`src/rtl/slon_ram_arb_pkg.sv`:
```
// -----------------------------------------------------------------------------
// slon_ram_arb_pkg
// Shared types and parameter defaults for the two-port single-port-RAM arbiter.
//   state_t : arbiter FSM states (IDLE, OWN0, OWN1)
//   port_t  : requester identifier (PORT0 / PORT1)
// Helper functions map a port to its peer and to its ownership state.
// -----------------------------------------------------------------------------
package slon_ram_arb_pkg;

    localparam int DEF_ADDR_WIDTH = 4;
    localparam int DEF_DATA_WIDTH = 8;
    localparam int DEF_RD_LAT     = 1;
    localparam int DEF_MAX_BURST  = 4;

    // Wide enough for MAX_BURST up to 15.
    localparam int CNT_WIDTH = 4;

    typedef enum logic [1:0] {
        ST_IDLE = 2'd0,
        ST_OWN0 = 2'd1,
        ST_OWN1 = 2'd2
    } state_t;

    typedef enum logic {
        PORT0 = 1'b0,
        PORT1 = 1'b1
    } port_t;

    function automatic port_t other_port(input port_t p);
        return (p == PORT0) ? PORT1 : PORT0;
    endfunction

    function automatic state_t own_state(input port_t p);
        return (p == PORT0) ? ST_OWN0 : ST_OWN1;
    endfunction

endpackage

```
`src/rtl/slon_rd_tag_pipe.sv`:
```
// -----------------------------------------------------------------------------
// slon_rd_tag_pipe
// Tracks accepted reads through the RAM latency and steers the returning RAM
// data to the port that issued the read.
// Stages 0..RD_LAT-1 follow the RAM pipeline; when stage RD_LAT-1 is valid,
// ram_douta belongs to that read and is captured into the owner's rdata
// register. Stage RD_LAT drives rvalid in the same cycle the data is visible.
// Ports:
//   clk, rst            : clock, asynchronous active-high reset
//   in_vld, in_port     : read accepted this cycle and by which port
//   ram_douta           : RAM read data
//   p0/p1_rvalid        : one-cycle read-data-valid per port
//   p0/p1_rdata         : registered read data per port
// -----------------------------------------------------------------------------
module slon_rd_tag_pipe
    import slon_ram_arb_pkg::*;
#(
    parameter int RD_LAT     = DEF_RD_LAT,
    parameter int DATA_WIDTH = DEF_DATA_WIDTH
) (
    input  logic                  clk,
    input  logic                  rst,
    input  logic                  in_vld,
    input  port_t                 in_port,
    input  logic [DATA_WIDTH-1:0] ram_douta,
    output logic                  p0_rvalid,
    output logic [DATA_WIDTH-1:0] p0_rdata,
    output logic                  p1_rvalid,
    output logic [DATA_WIDTH-1:0] p1_rdata
);

    logic  vld_q  [RD_LAT+1];
    port_t port_q [RD_LAT+1];

    // NOTE: this tag pipeline is control state, so every stage is reset;
    // otherwise a read in flight at reset would surface as rvalid afterwards.
    always_ff @(posedge clk or posedge rst) begin
        if (rst) begin
            for (int i = 0; i <= RD_LAT; i++) begin
                vld_q[i]  <= 1'b0;
                port_q[i] <= PORT0;
            end
        end else begin
            vld_q[0]  <= in_vld;
            port_q[0] <= in_port;
            for (int i = 1; i <= RD_LAT; i++) begin
                vld_q[i]  <= vld_q[i-1];
                port_q[i] <= port_q[i-1];
            end
        end
    end

    // Capture RAM data only for the port whose read is due; the other port
    // keeps its last value.
    always_ff @(posedge clk or posedge rst) begin
        if (rst) begin
            p0_rdata <= '0;
            p1_rdata <= '0;
        end else if (vld_q[RD_LAT-1]) begin
            if (port_q[RD_LAT-1] == PORT0) begin
                p0_rdata <= ram_douta;
            end else begin
                p1_rdata <= ram_douta;
            end
        end
    end

    assign p0_rvalid = vld_q[RD_LAT] && (port_q[RD_LAT] == PORT0);
    assign p1_rvalid = vld_q[RD_LAT] && (port_q[RD_LAT] == PORT1);

endmodule

```
`src/rtl/slon_ram_arb.sv`:
```
// -----------------------------------------------------------------------------
// slon_ram_arb
// Two-port arbiter in front of a single-port RAM with lockable ownership and
// a burst limit that protects the waiting port.
// Configuration macro: SLON_RAM_ARB_RR_EN
//   defined   : IDLE ties go to the port not granted last (round robin)
//   undefined : IDLE ties always go to p0
// Ports:
//   clk, rst                        : clock, asynchronous active-high reset
//   pN_req/lock/we/addr/wdata       : per-port access request
//   pN_gnt                          : access accepted this cycle (combinational)
//   pN_rvalid/rdata                 : read response, RD_LAT+1 cycles after accept
//   ram_ena/wea/addra/dina/douta    : single-port RAM interface
// -----------------------------------------------------------------------------
module slon_ram_arb
    import slon_ram_arb_pkg::*;
#(
    parameter int ADDR_WIDTH = DEF_ADDR_WIDTH,
    parameter int DATA_WIDTH = DEF_DATA_WIDTH,
    parameter int RD_LAT     = DEF_RD_LAT,
    parameter int MAX_BURST  = DEF_MAX_BURST
) (
    input  logic                  clk,
    input  logic                  rst,
    input  logic                  p0_req,
    input  logic                  p0_lock,
    input  logic                  p0_we,
    input  logic [ADDR_WIDTH-1:0] p0_addr,
    input  logic [DATA_WIDTH-1:0] p0_wdata,
    input  logic                  p1_req,
    input  logic                  p1_lock,
    input  logic                  p1_we,
    input  logic [ADDR_WIDTH-1:0] p1_addr,
    input  logic [DATA_WIDTH-1:0] p1_wdata,
    output logic                  p0_gnt,
    output logic                  p1_gnt,
    output logic                  p0_rvalid,
    output logic [DATA_WIDTH-1:0] p0_rdata,
    output logic                  p1_rvalid,
    output logic [DATA_WIDTH-1:0] p1_rdata,
    output logic                  ram_ena,
    output logic                  ram_wea,
    output logic [ADDR_WIDTH-1:0] ram_addra,
    output logic [DATA_WIDTH-1:0] ram_dina,
    input  logic [DATA_WIDTH-1:0] ram_douta
);

`ifdef SLON_RAM_ARB_RR_EN
    localparam bit RR_EN = 1'b1;
`else
    localparam bit RR_EN = 1'b0;
`endif

    localparam logic [CNT_WIDTH-1:0] MAX_CNT = CNT_WIDTH'(MAX_BURST);

    state_t                 state_q, state_d;
    logic   [CNT_WIDTH-1:0] cnt_q, cnt_d;
    port_t                  last_q;
    // Set for one IDLE cycle after a burst is cut short, so the waiting port
    // wins the next tie even under fixed priority.
    logic                   yield_q, yield_d;

    logic  gnt0, gnt1;
    logic  acc;
    port_t win;
    port_t tie_port;
    logic  win_lock;
    logic  win_we;
    logic  other_req;
    logic  continuing;
    logic  forced;

    assign tie_port = (RR_EN || yield_q) ? other_port(last_q) : PORT0;

    // Owner has used up its burst and the other port is waiting: nobody is
    // granted this cycle and ownership is dropped.
    assign forced = ((state_q == ST_OWN0) && p0_req && p1_req && (cnt_q >= MAX_CNT)) ||
                    ((state_q == ST_OWN1) && p1_req && p0_req && (cnt_q >= MAX_CNT));

    // NOTE: every output of a combinational block gets a default before any
    // branch, so no path leaves it unassigned and no latch is inferred.
    always_comb begin
        gnt0 = 1'b0;
        gnt1 = 1'b0;
        case (state_q)
            ST_OWN0: begin
                if (p0_req) begin
                    gnt0 = !forced;
                end else begin
                    gnt1 = p1_req;
                end
            end
            ST_OWN1: begin
                if (p1_req) begin
                    gnt1 = !forced;
                end else begin
                    gnt0 = p0_req;
                end
            end
            default: begin
                if (p0_req && p1_req) begin
                    gnt0 = (tie_port == PORT0);
                    gnt1 = (tie_port == PORT1);
                end else begin
                    gnt0 = p0_req;
                    gnt1 = p1_req;
                end
            end
        endcase
        if (rst) begin
            gnt0 = 1'b0;
            gnt1 = 1'b0;
        end
    end

    assign acc        = gnt0 | gnt1;
    assign win        = gnt1 ? PORT1 : PORT0;
    assign win_lock   = gnt1 ? p1_lock : p0_lock;
    assign win_we     = gnt1 ? p1_we : p0_we;
    assign other_req  = gnt1 ? p0_req : p1_req;
    assign continuing = (state_q == own_state(win));

    // Ownership is only ever entered or extended by a locked acceptance;
    // every other outcome returns to IDLE.
    always_comb begin
        state_d = ST_IDLE;
        cnt_d   = '0;
        yield_d = 1'b0;
        if (acc) begin
            if (win_lock) begin
                if (!continuing) begin
                    cnt_d = CNT_WIDTH'(1);
                end else if (cnt_q >= MAX_CNT) begin
                    cnt_d = MAX_CNT;
                end else begin
                    cnt_d = cnt_q + 1'b1;
                end
                if ((cnt_d >= MAX_CNT) && other_req) begin
                    cnt_d   = '0;
                    yield_d = 1'b1;
                end else begin
                    state_d = own_state(win);
                end
            end
        end else if (forced) begin
            yield_d = 1'b1;
        end
    end

    // NOTE: sequential state uses non-blocking assignments so every register
    // samples pre-edge values regardless of statement order.
    always_ff @(posedge clk or posedge rst) begin
        if (rst) begin
            state_q <= ST_IDLE;
            cnt_q   <= '0;
            last_q  <= PORT1;
            yield_q <= 1'b0;
        end else begin
            state_q <= state_d;
            cnt_q   <= cnt_d;
            yield_q <= yield_d;
            if (acc) begin
                last_q <= win;
            end
        end
    end

    assign p0_gnt    = gnt0;
    assign p1_gnt    = gnt1;
    assign ram_ena   = acc;
    assign ram_wea   = acc & win_we;
    assign ram_addra = gnt1 ? p1_addr : p0_addr;
    assign ram_dina  = gnt1 ? p1_wdata : p0_wdata;

    slon_rd_tag_pipe #(
        .RD_LAT     (RD_LAT),
        .DATA_WIDTH (DATA_WIDTH)
    ) u_rd_tag_pipe (
        .clk       (clk),
        .rst       (rst),
        .in_vld    (acc & ~win_we),
        .in_port   (win),
        .ram_douta (ram_douta),
        .p0_rvalid (p0_rvalid),
        .p0_rdata  (p0_rdata),
        .p1_rvalid (p1_rvalid),
        .p1_rdata  (p1_rdata)
    );

endmodule

```
`config.mk`:
```
export PLATFORM = sky130hd
export DESIGN_NAME = slon_ram_arb
export DESIGN_NICKNAME = d
export VERILOG_FILES = /design/src/rtl/slon_ram_arb_pkg.sv /design/src/rtl/slon_rd_tag_pipe.sv /design/src/rtl/slon_ram_arb.sv
export SDC_FILE = /design/constraint.sdc
export NUM_CORES = 1
export LEC_CHECK = 0
export BUFFER_PORTS_ARGS = -buffer_cell sky130_fd_sc_hd__buf_2
export CAP_MARGIN = 15
export CORE_AREA = 2 2 63 65
export DETAILED_ROUTE_END_ITERATION = 12
export DIE_AREA = 0 0 65 67
export GPL_TIMING_DRIVEN = 0
export PLACE_DENSITY_LB_ADDON = 0.25
export SLEW_MARGIN = 40
export SYNTH_ARGS = -nofsm -noshare
export SYNTH_HDL_FRONTEND = slang
export SYNTH_SLANG_ARGS = --single-unit
```
`constraint.sdc`:
```
create_clock -name clk -period 2.45 [get_ports clk]
set_clock_uncertainty 0.15 [all_clocks]
set_input_delay 0.245 -clock clk [delete_from_list [all_inputs] [get_ports clk]]
set_output_delay 0.245 -clock clk [all_outputs]
set_load 0.02 [all_outputs]
```
* Word level (Yosys, flattened, before mapping)
Index checks and enable logic that the tools add are counted.
Word-level totals: flip-flop bits (word level) 28, output and inout port bits 34, input port bits 40
Operators by class: add/subtract/negate cells 1, $lt $le $gt $ge 2, bitwise gates (word level) 7, eq/ne operators 3, mux-type cells 33, reductions and logical operators 14
Operators with widths (number):
- $mux W4 | 8
- $mux W1 | 18
- $logic_and A1 B1 Y1 | 10
- $ge A4 B3 Y1 const B | 2
- $mux W2 | 4
- $mux W8 | 1
- $add A4 B1 Y4 const B | 1
- $not A1 Y1 | 4
- $pmux W1 S2 | 2
- $reduce_and A2 Y1 | 2
- $and A1 B1 Y1 | 2
- $eq A2 B1 Y1 const B | 1
- $eq A2 B2 Y1 | 1
- $eq A2 B2 Y1 const B | 1
- $logic_not A1 Y1 | 1
- $logic_or A1 B1 Y1 | 1
- $or A1 B1 Y1 | 1

* Longest topological paths before layout
Gate-level depths: netlist of the first run.
depth in word-level cells 20, depth in mapped cells 8

* By module
From an unflattened synthesis of the first run, not the netlist that was laid out.
Second synthesis, totals: cells, all modules 113, area total of the unflattened synthesis 1463.9 µm²
By module, submodules not included:
- slon_rd_tag_pipe | cells each 42, instances 1, seq. area each 500.5 µm², area an instance 758.2 µm²
- slon_ram_arb | cells each 71, instances 1, seq. area each 201.4 µm², area an instance 705.7 µm²

* Worst setup path before layout of the first run
Ideal clock, no wire load.
path kind register to output, from register state_q[0], to output ram_addra[1], path slack 132 ps, stages on the path, launching flop included 9, data arrival time 1923 ps, buffers on the path 1, required time 2055 ps, path through dfrtp_1 inv_1 ha_1 a311o_1 or2_1 clkinv_2 buf_2 nand2_1 nand2_1
Between the ends: longest elaborated chain between the ends 10, elaborated cells between the ends (all ways) 14, those cells by class 2 x eq/ne; 4 x mux; 8 x reduce/logical
Ends and longest elaborated chain:
- from (decl) | line slon_ram_arb.sv:56 | state_t state_q, state_d;
- from (signal assigned) | line slon_ram_arb.sv:159 | state_q <= state_d;
- $eq A2 B1 Y1 or $eq A2 B2 Y1 (tied branches) | line slon_ram_arb.sv:77, slon_ram_arb.sv:85, slon_ram_arb.sv:78
- $logic_and A1 B1 Y1, on equally long branches (3 in a row) | line slon_ram_arb.sv:77, slon_ram_arb.sv:78
- $logic_or A1 B1 Y1 | line slon_ram_arb.sv:77 | assign forced = ((state_q == ST_OWN0) && p0_req && p1_req && (cnt_q >= MAX_CNT)) ||
- $logic_not A1 Y1 | line slon_ram_arb.sv:95 | gnt1 = !forced;
- $mux W1 | line slon_ram_arb.sv:94 | if (p1_req) begin
- $pmux W1 S2 * | line slon_ram_arb.sv:85 | case (state_q)
- $mux W1 * | line slon_ram_arb.sv:110 | if (rst) begin
- via p1_gnt | line slon_ram_arb.sv:36 | output logic p1_gnt,
- $mux W4 * | line slon_ram_arb.sv:172 | assign ram_addra = gnt1 ? p1_addr : p0_addr;
- to (decl) | line slon_ram_arb.sv:43 | output logic [ADDR_WIDTH-1:0] ram_addra,
The timed path passes the listed nets; every way through them passes the cells marked *.

* Final worst setup path of the first run
from register state_q[0], to output ram_dina[3]
Between the ends: longest elaborated chain between the ends 10, elaborated cells between the ends (all ways) 14, those cells by class 2 x eq/ne; 4 x mux; 8 x reduce/logical
Ends and longest elaborated chain:
- $eq A2 B1 Y1 or $eq A2 B2 Y1 (tied branches) | line slon_ram_arb.sv:77, slon_ram_arb.sv:85, slon_ram_arb.sv:78
- $logic_and A1 B1 Y1, on equally long branches (3 in a row) | line slon_ram_arb.sv:77, slon_ram_arb.sv:78
- $logic_or A1 B1 Y1 | line slon_ram_arb.sv:77
- $logic_not A1 Y1 | line slon_ram_arb.sv:95
- $mux W1 | line slon_ram_arb.sv:94
- $pmux W1 S2 * | line slon_ram_arb.sv:85
- $mux W1 * | line slon_ram_arb.sv:110
- $mux W8 * | line slon_ram_arb.sv:173 | assign ram_dina = gnt1 ? p1_wdata : p0_wdata;
- to (decl) | line slon_ram_arb.sv:44 | output logic [DATA_WIDTH-1:0] ram_dina,
Every way passes the cells marked *; elsewhere a longest branch is shown, timed or not.

==> metrics.txt, run 1 <==
htree depth 1; largest net degree at the start of global routing 28; number of cell rows 22; clk sinks 28; fillers 304; worst setup path category reg -> out; Final Util about 58%; WP data arrival around 2.1 ns; Reg2Reg Depth 7; Pwr Density 693.2 mW/mm2; status complete, but fails checks; final instance area approximately 0.0021 mm2; sequential element share of the synthesized area 50.04%; Synth Flop Type dfrtp_1; Post-synth EDFFs 0; Pleak roughly 1.1 nW; Placement Setup Slack -0.01783 ns; routability cong. around 0.82; Crit. End Element output pin; wire length per cell 12.56 um; Via density a little under 5; Max Fclk 0.4027 GHz; Clock Tree Buf Depth 2; post-synth top area share between 40% and 50%; final hold violations 0; failing checks negative setup slack; share of cells above drive strength 1 50.87%; setup-violating endpoint count in the final report 8; diode count 0; Distinct cells, synth 34; TritonCTS clock tree yes; final setup margin -0.03335 ns; Mapped Nets 186; Cell Chain, Critical Path inv_2 -> ha_4 -> a311o_1 -> or2_4 -> buf_6 -> buf_4 -> nand2_1 -> nand2_1 -> buf_6; area grow syn2layout 49.06%; ys async rst share between 90% and 100%; IO Count 74; first-pass GRT wire length between 5000 and 6000 um; final HPWL from detailed placement 2463 um; number of nets still failing antenna checks after routing 0; Req. time, crit path slightly above 2 ns; Initial Util ~39%; most common cell after layout, fill and taps aside buf_2; Syn Inst Count around 140; hold path depth 2; Hold WC Path Type in -> reg; Mapped Area about 0.0014 mm2; period utilization 101.4%; total grt overflow 0; DRC 0; number of synthesis warnings 0; area of the die between 0.004 and 0.005 mm2; drt total wl 3492 um; count of pins over their slew limit 0; CTS clk-pin slew, worst paths around 0.09 ns; Worst-Skew Late Latency approximately 0.27 ns; Num CTS Buffers 3; most frequent cells in the layout buf_2, nand2_1, dfrtp_1, mux2_2, buf_6; CP max-delay cell dfrtp_1; Die Wd ~65 um; Slowest Stage Delay on Critical Path a little over 0.4 ns; initial antenna violation count 0; post-layout min period 2.483 ns; syn avg cell area 9.808 um2; Max VDD drop 0.0002838 V; DRT iter0 DRCs 55; vias in the first global route 1220; Overall Global Routing Usage between 10% and 20%; Die Ht between 60 and 70 um; port bufs 73; CTS root buffer clkbuf_8; Core Area 0.003606 mm2; Crit Path Max Fanout 7; flops & latches, synth 28; final hold slack around 0.046 ns; max cap viols 0; drt first pass iters 4; Setup crit start kind flop; placed cell area 0.001828 mm2; via count around 1300; cell accounting for the most synthesized area dfrtp_1; Synth area leaders dfrtp_1, mux2_2, nand2_1; nets@finish approximately 270; RSZ-0062 raised after global routing yes
[where the power goes]
part	total [W]	internal [W]	switching [W]
logic	0.000495	0.000221	0.000274
clock network	0.000353	0.000218	0.000135
registers	0.000601	0.000558	0.0000433
total	0.00145	0.000997	0.000452
[registers in the layout, summed over array words and instances, names as in the netlist]
register and count:
u_rd_tag_pipe.p0_rdata 8, last_q 1, u_rd_tag_pipe.p1_rdata 8, state_q 2, u_rd_tag_pipe.port_q 2, yield_q 1, cnt_q 4, u_rd_tag_pipe.vld_q 2
[what timing repair did]
action                                 in CTS  in global routing
hold buffers                                2                  0
gates resized for setup                     9                 21
buffers inserted                            7                  0
pin swaps                                   4                  6
gates cloned                                0                  1
setup endpoints to repair                  15                 13
endpoints found under the hold margin      27                  0
[synthesized netlist by cell type, types with 2 or more instances]
cell      instances
o211ai_1          2
a211oi_1          2
or3_1             2
o21ai_0           3
ha_1              3
dfrtp_1          27
nand4_1           2
nand2_1          46
mux2_2           16
nor2b_1           4
buf_2             2
nor2_1            5
nand3_1           3
inv_1             5
nor3b_1           2
[routing by layer]
| layer | up-vias | track usage [%] | part of all wire (%) | wire [um] |
|---|---|---|---|---|
| li1 | 658 | - | - | - |
| met1 | 636 | 19.76 | 42 | 1452 |
| met2 | 50 | 27.45 | 52 | 1811 |
| met3 | 2 | 3.041 | 6.1 | 214 |
| met4 | 0 | 3.457 | 0.40 | 14 |
| met5 | - | 0 | 0 | 0 |
[layout make-up]
cell class	count	area (um2)	share of cell area, %
tap	48	60.06	2.873
clock buffer	3	41.29	1.975
sequential	28	701.9	33.57
timing repair buffer	83	511.7	24.48
clock inverter	1	30.03	1.436
buffer	4	33.78	1.616
multi-input combinational	105	688.2	32.91
inverter	6	23.77	1.137
[worst max-delay path, delay by kind of cell, from the launching register on]
kind,cells,cell delay (ns)
flops,1,0.41
compound gates,1,0.28
buf+inv,4,0.51
fa+ha+maj,1,0.22
simple gates,3,0.40
[stage by stage]
step	TNS, ns	std cells	power [W]
after floorplan	0	143	0.0008942
after global placement	-0.2651	264	0.001055
after detailed placement	-0.08004	264	0.001064
after CTS	0	277	0.001449
after global routing	-1.029	278	0.001532
final	-0.1455	278	0.001449
[cell families after synthesis]
| group | synth area share, % |
|---|---|
| AO/OA/AOI/OAI | 8.563 |
| adder cells (fa/ha/maj) | 2.676 |
| other | 0.2674 |
| AND/OR/NAND/NOR | 22.39 |
| multiplexers | 12.85 |
| flip-flops | 50.05 |
| buffers and inverters | 3.211 |
[final timing paths]
check | start | end | slack (ns)
worst max-delay path | state_q[0] | ram_dina[3] | -0.03
worst min register to register | u_rd_tag_pipe.vld_q[1] | u_rd_tag_pipe.vld_q[0] | 0.26
max in group asynchronous | rst | u_rd_tag_pipe.p1_rdata[0] | 1.56
worst max register to register | state_q[0] | cnt_q[0] | 0.24
min in group asynchronous | rst | yield_q | 0.44
worst min-delay path | p0_we | u_rd_tag_pipe.vld_q[1] | 0.05
No activity file was read; power rests on OpenSTA's default activity.
==> inputs of run 2 (changes only) <==
Settings changed: SETUP_SLACK_MARGIN from default to 0.02.
==> metrics.txt, run 2 (synthesis results as in run 1) <==
status complete, but fails checks (unchanged); failing checks negative setup slack (unchanged); DRT iter0 DRCs 51 (was 55); multi-input logic area 718.2 um2 (was 688.2 um2); drt total wl 3617 um (was 3492 um); Req. time, crit path 2.06 ns (about the same); htree depth 1 (unchanged); total grt overflow 0 (unchanged); final instance area 0.002158 mm2 (was 0.002091 mm2); IO Count 74 (unchanged); Die Wd 65 um (unchanged); diode count 0 (unchanged); Pleak 1.112 nW (was 1.090 nW); final setup margin -0.02694 ns (was -0.03335 ns); Pwr Density 681.2 mW/mm2 (was 693.2 mW/mm2); number of cell rows 22 (unchanged); TritonCTS clock tree yes (unchanged); worst setup path category reg -> out (unchanged); Top Registers u_rd_tag_pipe.p0_rdata (8), u_rd_tag_pipe.p1_rdata (8), cnt_q (4) (unchanged); largest net degree at the start of global routing 28 (unchanged); max cap viols 0 (unchanged); final total power 0.001470 W (was 0.001449 W); Max VDD drop 0.0002840 V (was 0.0002838 V); most frequent cells in the layout buf_2, nand2_1, dfrtp_1, mux2_2, buf_6 (unchanged); Max Fclk 0.4037 GHz (was 0.4027 GHz); via count 1357 (was 1346); count of pins over their slew limit 0 (unchanged); period utilization 101.1% (was 101.4%); Num CTS Buffers 3 (unchanged); vias in the first global route 1228 (was 1220); CTS clk-pin slew, worst paths 0.10 ns (was 0.09 ns); port bufs 73 (unchanged); routability cong. 0.8244 (unchanged); final HPWL from detailed placement 2463 um (unchanged); post-layout min period 2.477 ns (was 2.483 ns); Crit. End Element output pin (unchanged); WP data arrival 2.08 ns (was 2.09 ns); drt first pass iters 4 (unchanged); most common cell after layout, fill and taps aside buf_2 (unchanged); Worst-Skew Late Latency 0.27 ns (about the same); Overall Global Routing Usage 15.81% (was 15.59%); clk sinks 28 (unchanged); RSZ-0062 raised after global routing yes (unchanged); sequential cell area 701.9 um2 (unchanged); Via density 4.881 (was 4.842); Die Ht 67 um (unchanged); Clock Tree Buf Depth 2 (unchanged); Initial Util 38.90% (unchanged); wire length per cell 13.01 um (was 12.56 um); area of the die 0.004355 mm2 (unchanged); area grow syn2layout 53.88% (was 49.06%); CTS root buffer clkbuf_8 (unchanged); number of nets still failing antenna checks after routing 0 (unchanged); Crit Path Max Fanout 7 (unchanged); Core Area 0.003606 mm2 (unchanged); fillers 291 (was 304); initial antenna violation count 0 (unchanged); Setup TNS -0.1270 ns (was -0.1455 ns); Hold WC Path Type in -> reg (unchanged); first-pass GRT wire length 5340 um (was 5278 um); final hold violations 0 (unchanged); Final Util 59.85% (was 57.98%); DRC 0 (unchanged); placed cell area 0.001828 mm2 (unchanged); share of cells above drive strength 1 54.35% (was 50.87%); nets@finish 274 (unchanged); setup-violating endpoint count in the final report 8 (unchanged); Setup crit start kind flop (unchanged)
run 2: cell types whose count changed in the layout (fill, tap and decap cells not counted):
cell and change:
clkbuf_16 +1, buf_8 +2, nand2_2 +6, buf_4 -1, buf_2 -2, nand2_4 +2
nand2_1 -8
run 2: metal layers:
| metal | vias up | global-route usage, % | part of all wire (%) |
|---|---|---|---|
| li1 | 657 | - | - |
| met1 | 650 | 19.87 | 42 |
| met2 | 46 | 28.09 | 52 |
| met3 | 4 | 3.041 | 5.5 |
| met4 | 0 | 3.457 | 1.0 |
| met5 | - | 0 | 0 |
run 2: worst max-delay path, stage by stage, from the launching register on:
cell and delay, ns:
dfrtp_1 0.41, inv_2 0.09, ha_4 0.22, a311o_1 0.28, or2_4 0.26, buf_8 0.14, buf_8 0.13, nand2_1 0.08
nand2_1 0.07, buf_6 0.13
run 2: cell type report:
type,count,share of cell area [%]
Clock buffer,3,1.913
Buffer,4,2.087
Timing Repair Buffer,83,24.93
Multi-Input combinational cell,105,33.28
Clock inverter,1,1.391
Inverter,6,1.101
Tap cell,48,2.783
Sequential cell,28,32.52
run 2: final timing paths:
kind                       depth (start not counted)                         to  slack (ns)              startpoint
setup / recovery                                   9                ram_dina[5]       -0.03              state_q[0]
hold / removal                                     2     u_rd_tag_pipe.vld_q[1]        0.05                   p0_we
setup reg to reg                                   7                 state_q[0]        0.25              state_q[0]
hold reg to reg                                    0     u_rd_tag_pipe.vld_q[0]        0.26  u_rd_tag_pipe.vld_q[1]
max in group asynchronous                          4  u_rd_tag_pipe.p1_rdata[0]        1.53                     rst
min in group asynchronous                          4                    yield_q        0.46                     rst
run 2: power by group:
part / internal, W / switching, W / leakage (nW)
Sequential: 0.000558 / 0.0000432 / 0.346
Clock: 0.000218 / 0.000138 / 0.0357
Combinational: 0.000231 / 0.000281 / 0.730
Total: 0.00101 / 0.000463 / 1.11
run 2: per-stage QoR:
stage	std cells	setup slack [ns]	hold slack (ns)
2_1_floorplan	143	0.1318	0.1769
3_3_place_gp	264	-0.07062	0.2263
3_5_place_dp	264	-0.01783	0.2234
4_1_cts	277	0.01764	0.02980
5_1_grt	278	-0.09371	0.04380
6_report	278	-0.02694	0.05279
run 2: repair_timing:
action | in CTS | in global routing
pin swaps | 4 | 8
hold endpoints to repair | 27 | 0
resized for setup | 17 | 28
setup endpoints to repair | 15 | 13
gates cloned | 0 | 1
hold buffers | 2 | 0
setup buffers | 7 | 0
